===== src/rtl/md_sequencer.sv =====
// md_sequencer: multi-cycle sequencer for the EX-stage multiply/divide units.
// Accepts one MULT/MULTU/DIV/DIVU op, drives the mul/div handshakes, stalls
// the pipeline until the result exists, then issues a single HI/LO write.
module md_sequencer #(
    parameter int unsigned MUL_LAT = 2
) (
    input  logic        clk,
    input  logic        resetn,
    input  logic        flush,
    input  logic        op_valid,
    input  logic [1:0]  op_type,
    input  logic [31:0] src1,
    input  logic [31:0] src2,
    output logic        mul_signed,
    output logic [31:0] mul_ina,
    output logic [31:0] mul_inb,
    input  logic [63:0] mul_result,
    output logic        div_start,
    output logic        div_annul,
    output logic        div_signed,
    output logic [31:0] div_op1,
    output logic [31:0] div_op2,
    input  logic [63:0] div_result,
    input  logic        div_ready,
    output logic        stallreq,
    output logic        hilo_we,
    output logic [31:0] hi_wdata,
    output logic [31:0] lo_wdata,
    output logic        busy
);

    localparam int unsigned CW = (MUL_LAT > 1) ? $clog2(MUL_LAT) : 1;

    typedef enum logic [1:0] {
        S_IDLE,
        S_MUL,
        S_DIV,
        S_DONE
    } state_e;

    state_e          state_q, state_d;
    logic [CW-1:0]   cnt_q,   cnt_d;
    logic [31:0]     src1_q,  src1_d;
    logic [31:0]     src2_q,  src2_d;
    logic [1:0]      type_q,  type_d;
    logic [63:0]     res_q,   res_d;

    // State, counter, operand latches and result register.
    always_ff @(posedge clk or negedge resetn) begin
        if (!resetn) begin
            state_q <= S_IDLE;
            cnt_q   <= '0;
            src1_q  <= '0;
            src2_q  <= '0;
            type_q  <= '0;
            res_q   <= '0;
        end else begin
            state_q <= state_d;
            cnt_q   <= cnt_d;
            src1_q  <= src1_d;
            src2_q  <= src2_d;
            type_q  <= type_d;
            res_q   <= res_d;
        end
    end

    // Next-state, latch updates and handshake/stall outputs; flush wins over all.
    always_comb begin
        state_d   = state_q;
        cnt_d     = cnt_q;
        src1_d    = src1_q;
        src2_d    = src2_q;
        type_d    = type_q;
        res_d     = res_q;
        stallreq  = 1'b0;
        hilo_we   = 1'b0;
        div_start = 1'b0;
        div_annul = 1'b0;
        if (flush) begin
            state_d   = S_IDLE;
            div_annul = (state_q == S_DIV);
        end else begin
            case (state_q)
                S_IDLE: begin
                    // resetn gating keeps stallreq low while reset is held.
                    if (op_valid && resetn) begin
                        stallreq = 1'b1;
                        src1_d   = src1;
                        src2_d   = src2;
                        type_d   = op_type;
                        if (!op_type[1]) begin
                            state_d = S_MUL;
                            cnt_d   = CW'(MUL_LAT - 1);
                        end else if (src2 != '0) begin
                            state_d = S_DIV;
                        end else begin
                            // Divide by zero: result is known now, divider untouched.
                            state_d = S_DONE;
                            res_d   = {src1, 32'hFFFF_FFFF};
                        end
                    end
                end
                S_MUL: begin
                    stallreq = 1'b1;
                    if (cnt_q == '0) begin
                        state_d = S_DONE;
                        res_d   = mul_result;
                    end else begin
                        cnt_d = cnt_q - CW'(1);
                    end
                end
                S_DIV: begin
                    stallreq = 1'b1;
                    if (div_ready) begin
                        state_d = S_DONE;
                        res_d   = div_result;
                    end else begin
                        div_start = 1'b1;
                    end
                end
                S_DONE: begin
                    hilo_we = 1'b1;
                    state_d = S_IDLE;
                end
                default: state_d = S_IDLE;
            endcase
        end
    end

    assign mul_ina    = src1_q;
    assign mul_inb    = src2_q;
    assign mul_signed = (state_q == S_MUL) && (type_q == 2'b00);
    assign div_op1    = src1_q;
    assign div_op2    = src2_q;
    assign div_signed = (type_q == 2'b10);
    assign hi_wdata   = res_q[63:32];
    assign lo_wdata   = res_q[31:0];
    assign busy       = (state_q != S_IDLE);

endmodule

===== config.mk =====
export PLATFORM = sky130hd
export DESIGN_NAME = md_sequencer
export DESIGN_NICKNAME = d
export VERILOG_FILES = /design/src/rtl/md_sequencer.sv
export SDC_FILE = /design/constraint.sdc
export NUM_CORES = 1
export LEC_CHECK = 0
export BUFFER_PORTS_ARGS = -buffer_cell sky130_fd_sc_hd__buf_2
export CORE_AREA = 2 2 156 158
export DETAILED_ROUTE_END_ITERATION = 8
export DIE_AREA = 0 0 158 160
export PLACE_DENSITY = 0.62
export SETUP_SLACK_MARGIN = 0.2
export SLEW_MARGIN = 20
export SYNTH_ARGS = -nofsm -noshare
export SYNTH_HDL_FRONTEND = slang
export SYNTH_SLANG_ARGS = --single-unit

===== constraint.sdc =====
create_clock -name clk -period 2.71 [get_ports clk]
set_clock_uncertainty 0.2 [all_clocks]
set_input_delay 0.4065 -clock clk [delete_from_list [all_inputs] [get_ports clk]]
set_output_delay 0.4065 -clock clk [all_outputs]
set_load 0.01 [all_outputs]

# Yosys cells after proc, flatten, opt, wreduce, memory -nomap -nowiden
# Cells that the tools add are included.
dict set report word_totals {
  register_bits 133
  latchBits 0
  ramBits 0
  romBits 0
  input_bits 199
  output_inout_bits 199
  word_cells 60
  memories 0
}
dict set report classes {
  addsub 1
  n_mul 0
  div 0
  n_lt_le_gt_ge 0
  n_eq_ne 13
  shift 0
  n_mux 26
  bitwise_logic 1
  n_reduce_logical 13
}
# operator n
set ops {}
lappend ops {{$mux W64} 5}
lappend ops {{$pmux W64 S3} 1}
lappend ops {{$reduce_bool A32 Y1} 1}
lappend ops {{$mux W1} 12}
lappend ops {{$ne A2 B2 Y1 const B} 6}
lappend ops {{$mux W2} 5}
lappend ops {{$ne A3 B3 Y1 const B} 3}
lappend ops {{$pmux W2 S4} 1}
lappend ops {{$reduce_and A7 Y1} 1}
lappend ops {{$eq A2 B2 Y1 const B} 3}
lappend ops {{$reduce_and A3 Y1} 2}
lappend ops {{$logic_not A2 Y1} 2}
lappend ops {{$pmux W1 S2} 2}
lappend ops {{$reduce_and A4 Y1} 1}
lappend ops {{$reduce_bool A2 Y1} 2}
lappend ops {{$reduce_bool A3 Y1} 1}
lappend ops {{$eq A2 B1 Y1 const B} 1}
lappend ops {{$logic_and A1 B1 Y1} 2}
lappend ops {{$reduce_or A2 Y1} 1}
lappend ops {{$not A1 Y1} 1}
lappend ops {{$sub A1 B1 Y1 const B} 1}

# Logic depth before layout (Yosys ltp)
dict set report logic_depth {
  ltp_word 6
  mapped_depth 10
  mapped_depth_nobuf 7
}

# Least setup slack after synthesis
# OpenSTA, ideal clock, no wires.
dict set report synth_path {
  path_type {register -> output}
  startpoint {reg state_q[0]}
  endpoint {out stallreq}
  arrival_ns 1.849
  required_time_ns 2.104
  setup_slack_ns 0.254
  path_stages_with_launch 8
  n_path_buf 3
  cell_sequence {dfrtp_1 inv_1 ha_1 clkbuf_1 clkbuf_1 clkbuf_1 a31oi_1 nor3_1}
}
dict set report synth_via {
  elab_chain_cells 4
  word_cells_on_any_way 6
  classes_between {eq/ne (2); mux (2); reduce/logical (2)}
}
# item line
set synth_lines {}
lappend synth_lines {{start, declared} 41} ;# state_e state_q, state_d;
lappend synth_lines {{start signal, assigned} 58} ;# state_q <= state_d;
lappend synth_lines {{$eq A2 B2 Y1 or $eq A2 B1 Y1 (tied branches)} 83} ;# case (state_q)
lappend synth_lines {{$reduce_or A2 Y1 (no line)} --}
lappend synth_lines {{$pmux W1 S2 (*)} 83}
lappend synth_lines {{$mux W1 (*)} 79} ;# if (flush) begin
lappend synth_lines {{end, declared} 25} ;# output logic stallreq,
# Mark *: on every way between the ends. The rest lies on a longest branch, timed or not.

# Worst setup path after layout
dict set report layout_path {
  startpoint {reg state_q[0]}
  endpoint {reg res_q[3]}
}
dict set report layout_via {
  elab_chain_cells 3
  word_cells_on_any_way 11
  classes_between {eq/ne (7); mux (1); reduce/logical (3)}
}
# item line
set layout_lines {}
lappend layout_lines {{$eq A2 B1 Y1, or another cell as far along} 83}
lappend layout_lines {{$ne A2 B2 Y1 (no line) or $reduce_bool A3 Y1 (tied branches)} --}
lappend layout_lines {{$reduce_and A7 Y1 (no line)} --}
lappend layout_lines {{end signal, assigned} 63} ;# res_q <= res_d;
lappend layout_lines {{end, declared} 46} ;# logic [63:0] res_q, res_d;
# Several ways; a longest one is shown, not always the timed one.
# A chain may end at the register's enable or synchronous reset.

==> impl_metrics.env <==
export IMPL_fmax_mhz=409
export IMPL_crit_slowest_cell="dfrtp_1"
export IMPL_cp_top_family="compound AO/OA/AOI/OAI gates"
export IMPL_cts_tree="yes"
export IMPL_final_nets=1106
export IMPL_cts_root_buf="clkbuf_16"
export IMPL_worstSetupPathType="reg2reg"
export IMPL_tns_ns=0
export IMPL_yosysWarningCount=0
export IMPL_grt_first_pass_wirelength_um=30400
export IMPL_vias=5596
export IMPL_clk_pin_slew_ns=0.06
export IMPL_drc=0
export IMPL_syn_nets=779
export IMPL_ir_drop_mv=0.421
export IMPL_finalNonFillerCells=1238
export IMPL_cp_slowest_stage_delay_ns=0.38
export IMPL_clock_latency_ns=0.40
export IMPL_power_mw=11.6
export IMPL_cp_max_fo=20
export IMPL_synth_area_per_cell_um2=12.1
export IMPL_core_mm2=0.0238
export IMPL_cts_made_buffers=17
export IMPL_worst_pin_slew_ns=0.838
export IMPL_finalCriticalPeriod_ns=2.44
export IMPL_cp_cell_sequence="buf_4 > ha_2 > and2_1 > a2111oi_4 > a21boi_4 > o21ai_4 > clkbuf_16 > mux2_4"
export IMPL_grt_max_degree=134
export IMPL_hold_viol=0
export IMPL_post_place_ws_ns=0.177
export IMPL_cp_start_kind="flip-flop"
export IMPL_cts_max_path_buffers=2
export IMPL_dieWidth_um=158
export IMPL_drt_first_pass_iters=4
export IMPL_wl_um=21000
export IMPL_hp_class="in2reg"
export IMPL_power_density_mw_per_mm2=1220
export IMPL_dpl_cell_count=1200
export IMPL_synthToLayoutAreaGrowth_pct=36.6
export IMPL_drtIter0Drc=268
export IMPL_grtUsageTotal=0.157
export IMPL_crit_path_end="res_q[3]$_DFFE_PN0P_"
export IMPL_r2r_start="state_q[0]$_DFFE_PN0P_"
export IMPL_finalCritPeriodShare=0.902
export IMPL_holdWs_ns=0.0258
export IMPL_r2r_cells=8
export IMPL_p_leak_nw=4.88
export IMPL_port_buffers=397
export IMPL_htreeDepth=4
export IMPL_cp_end_kind="flip-flop"
export IMPL_hpwl_um=14700
export IMPL_syn_area_mm2=0.00694
export IMPL_ioPinCount=398
export IMPL_timing_rr_end="res_q[3]$_DFFE_PN0P_"
export IMPL_startpoint="state_q[0]$_DFFE_PN0P_"
export IMPL_dieArea_mm2=0.0253
export IMPL_final_seq_area_mm2=0.00333
export IMPL_ys_types=30
export IMPL_rsz0062_at_grt="yes"
export IMPL_drt_wirelength_per_cell_um=17.0
export IMPL_syn_inst=575
export IMPL_max_cap_violations=0
export IMPL_arrival_ns=2.53
export IMPL_start_util=0.292
export IMPL_drive_gt1_frac=0.602
export IMPL_ant_nets=0
export IMPL_gr_total_overflow=0
export IMPL_status="finished clean"
export IMPL_multiInputGateArea_mm2=0.00293
export IMPL_r2r_setup_slack_ns=0.27
export IMPL_slew_viol_final=0
export IMPL_setup_viol=0
export IMPL_max_slew_margin=0.442
export IMPL_worstPathRequired_ns=2.80
export IMPL_layout_common_cells="buf_2, dfrtp_1, a22oi_1, mux2_4, mux2_2"
export IMPL_first_global_vias=5522
export IMPL_clock_sinks=133
export IMPL_antenna_found_initial=1
export IMPL_n_antenna_cell=0
export IMPL_n_fill_cell=2372
export IMPL_cp_depth=8
export IMPL_final_common_cell="buf_2"
export IMPL_num_rows=57
export IMPL_worst_slack_ns=0.266
export IMPL_gp_congestion=0.756
export IMPL_die_h_um=160
export IMPL_crit_buf_inv=2
export IMPL_ys_ff_latch=133
export IMPL_synth_seq_area_share=0.479
export IMPL_drt_vias_per_instance=4.52
==> sequential cells by signal, summed over array words and instances, names as in the netlist <==
signal and flops:
state_q 2, cnt_q 1, res_q 64, div_op2 32
div_op1 32, type_q 2
==> final cells by class <==
cell class                      count  area share
Clock buffer                       19      0.0467
Timing Repair Buffer              411       0.230
Clock inverter                     12      0.0187
Tap cell                          324      0.0427
Multi-Input combinational cell    335       0.309
Inverter                            4     0.00158
Sequential cell                   133       0.351
==> stage by stage <==
stage / instance area [um^2] / util
2_1_floorplan: 6940 / -
6_report: 9490 / 0.398
5_1_grt: 9490 / 0.398
3_5_place_dp: 8750 / 0.367
4_1_cts: 9410 / 0.395
3_3_place_gp: 8750 / 0.367
==> metal layers <==
layer	wire length, um	up-vias	global-route usage
met5	12	-	0
met4	248	2	0.0393
met3	1370	15	0.0369
met2	10500	213	0.272
met1	8890	2727	0.195
li1	-	2639	-
==> cells in the mapped netlist (all sizes together) <==
master   instances  area, um^2
clkbuf          21        78.8
a21oi           33         165
nor3             1        5.00
buf             83         631
or3              1        6.26
nand2           40         150
ha               5        62.6
a21o             1        7.51
and2             2        12.5
nor2b            4        25.0
mux2           129        1680
a31oi            2        12.5
nor3b            1        7.51
inv              4        15.0
a2111oi          1        27.5
nor4             8        50.1
nand4            2        12.5
nor2            34         128
o221ai           1        8.76
o21ai            3        26.3
dfrtp          133        3330
a22oi           64         480
a21boi           1        18.8
a211oi           1        7.51
==> how the worst min path moves through the flow <==
stage / start / to / depth (start not counted) / slack (ns)
6_report: src1[5] / div_op1[5]$_DFFE_PN0P_ / 2 / 0.03
3_3_place_gp: cnt_q$_DFFE_PN0P_ / cnt_q$_DFFE_PN0P_ / 2 / 0.29
3_5_place_dp: res_q[29]$_DFFE_PN0P_ / res_q[29]$_DFFE_PN0P_ / 1 / 0.29
4_1_cts: src1[22] / div_op1[22]$_DFFE_PN0P_ / 2 / 0.0005
5_1_grt: src1[24] / div_op1[24]$_DFFE_PN0P_ / 2 / 0.0004
2_1_floorplan: resetn / cnt_q$_DFFE_PN0P_ / 0 / -0.09
==> cell families (layout without fill, tap and decap cells) <==
kind of cell	after synthesis	count (layout)	share of synthesized area
flops	133	133	0.479
mux	129	129	0.242
buf+inv	108	446	0.104
compound gates	107	107	0.109
simple gates	93	94	0.0571
fa+ha+maj	5	5	0.00901
==> repair_timing <==
item                                    in CTS  in global routing
hold buffers                                 2                  0
gates cloned                                 0                  2
endpoints found under the setup margin      16                108
resized for setup                            3                  6
setup buffers                                1                  2
endpoints found under the hold margin      124                  0
==> power by group <==
part           leakage (nW)  total, mW  internal (mW)  switching [mW]
Sequential             1.61       3.62           2.95           0.674
Combinational          2.97       5.52           2.66            2.87
Clock                 0.304       2.47           1.57           0.905
Total                  4.88       11.6           7.17            4.44
(Power assumes the default switching activity.)
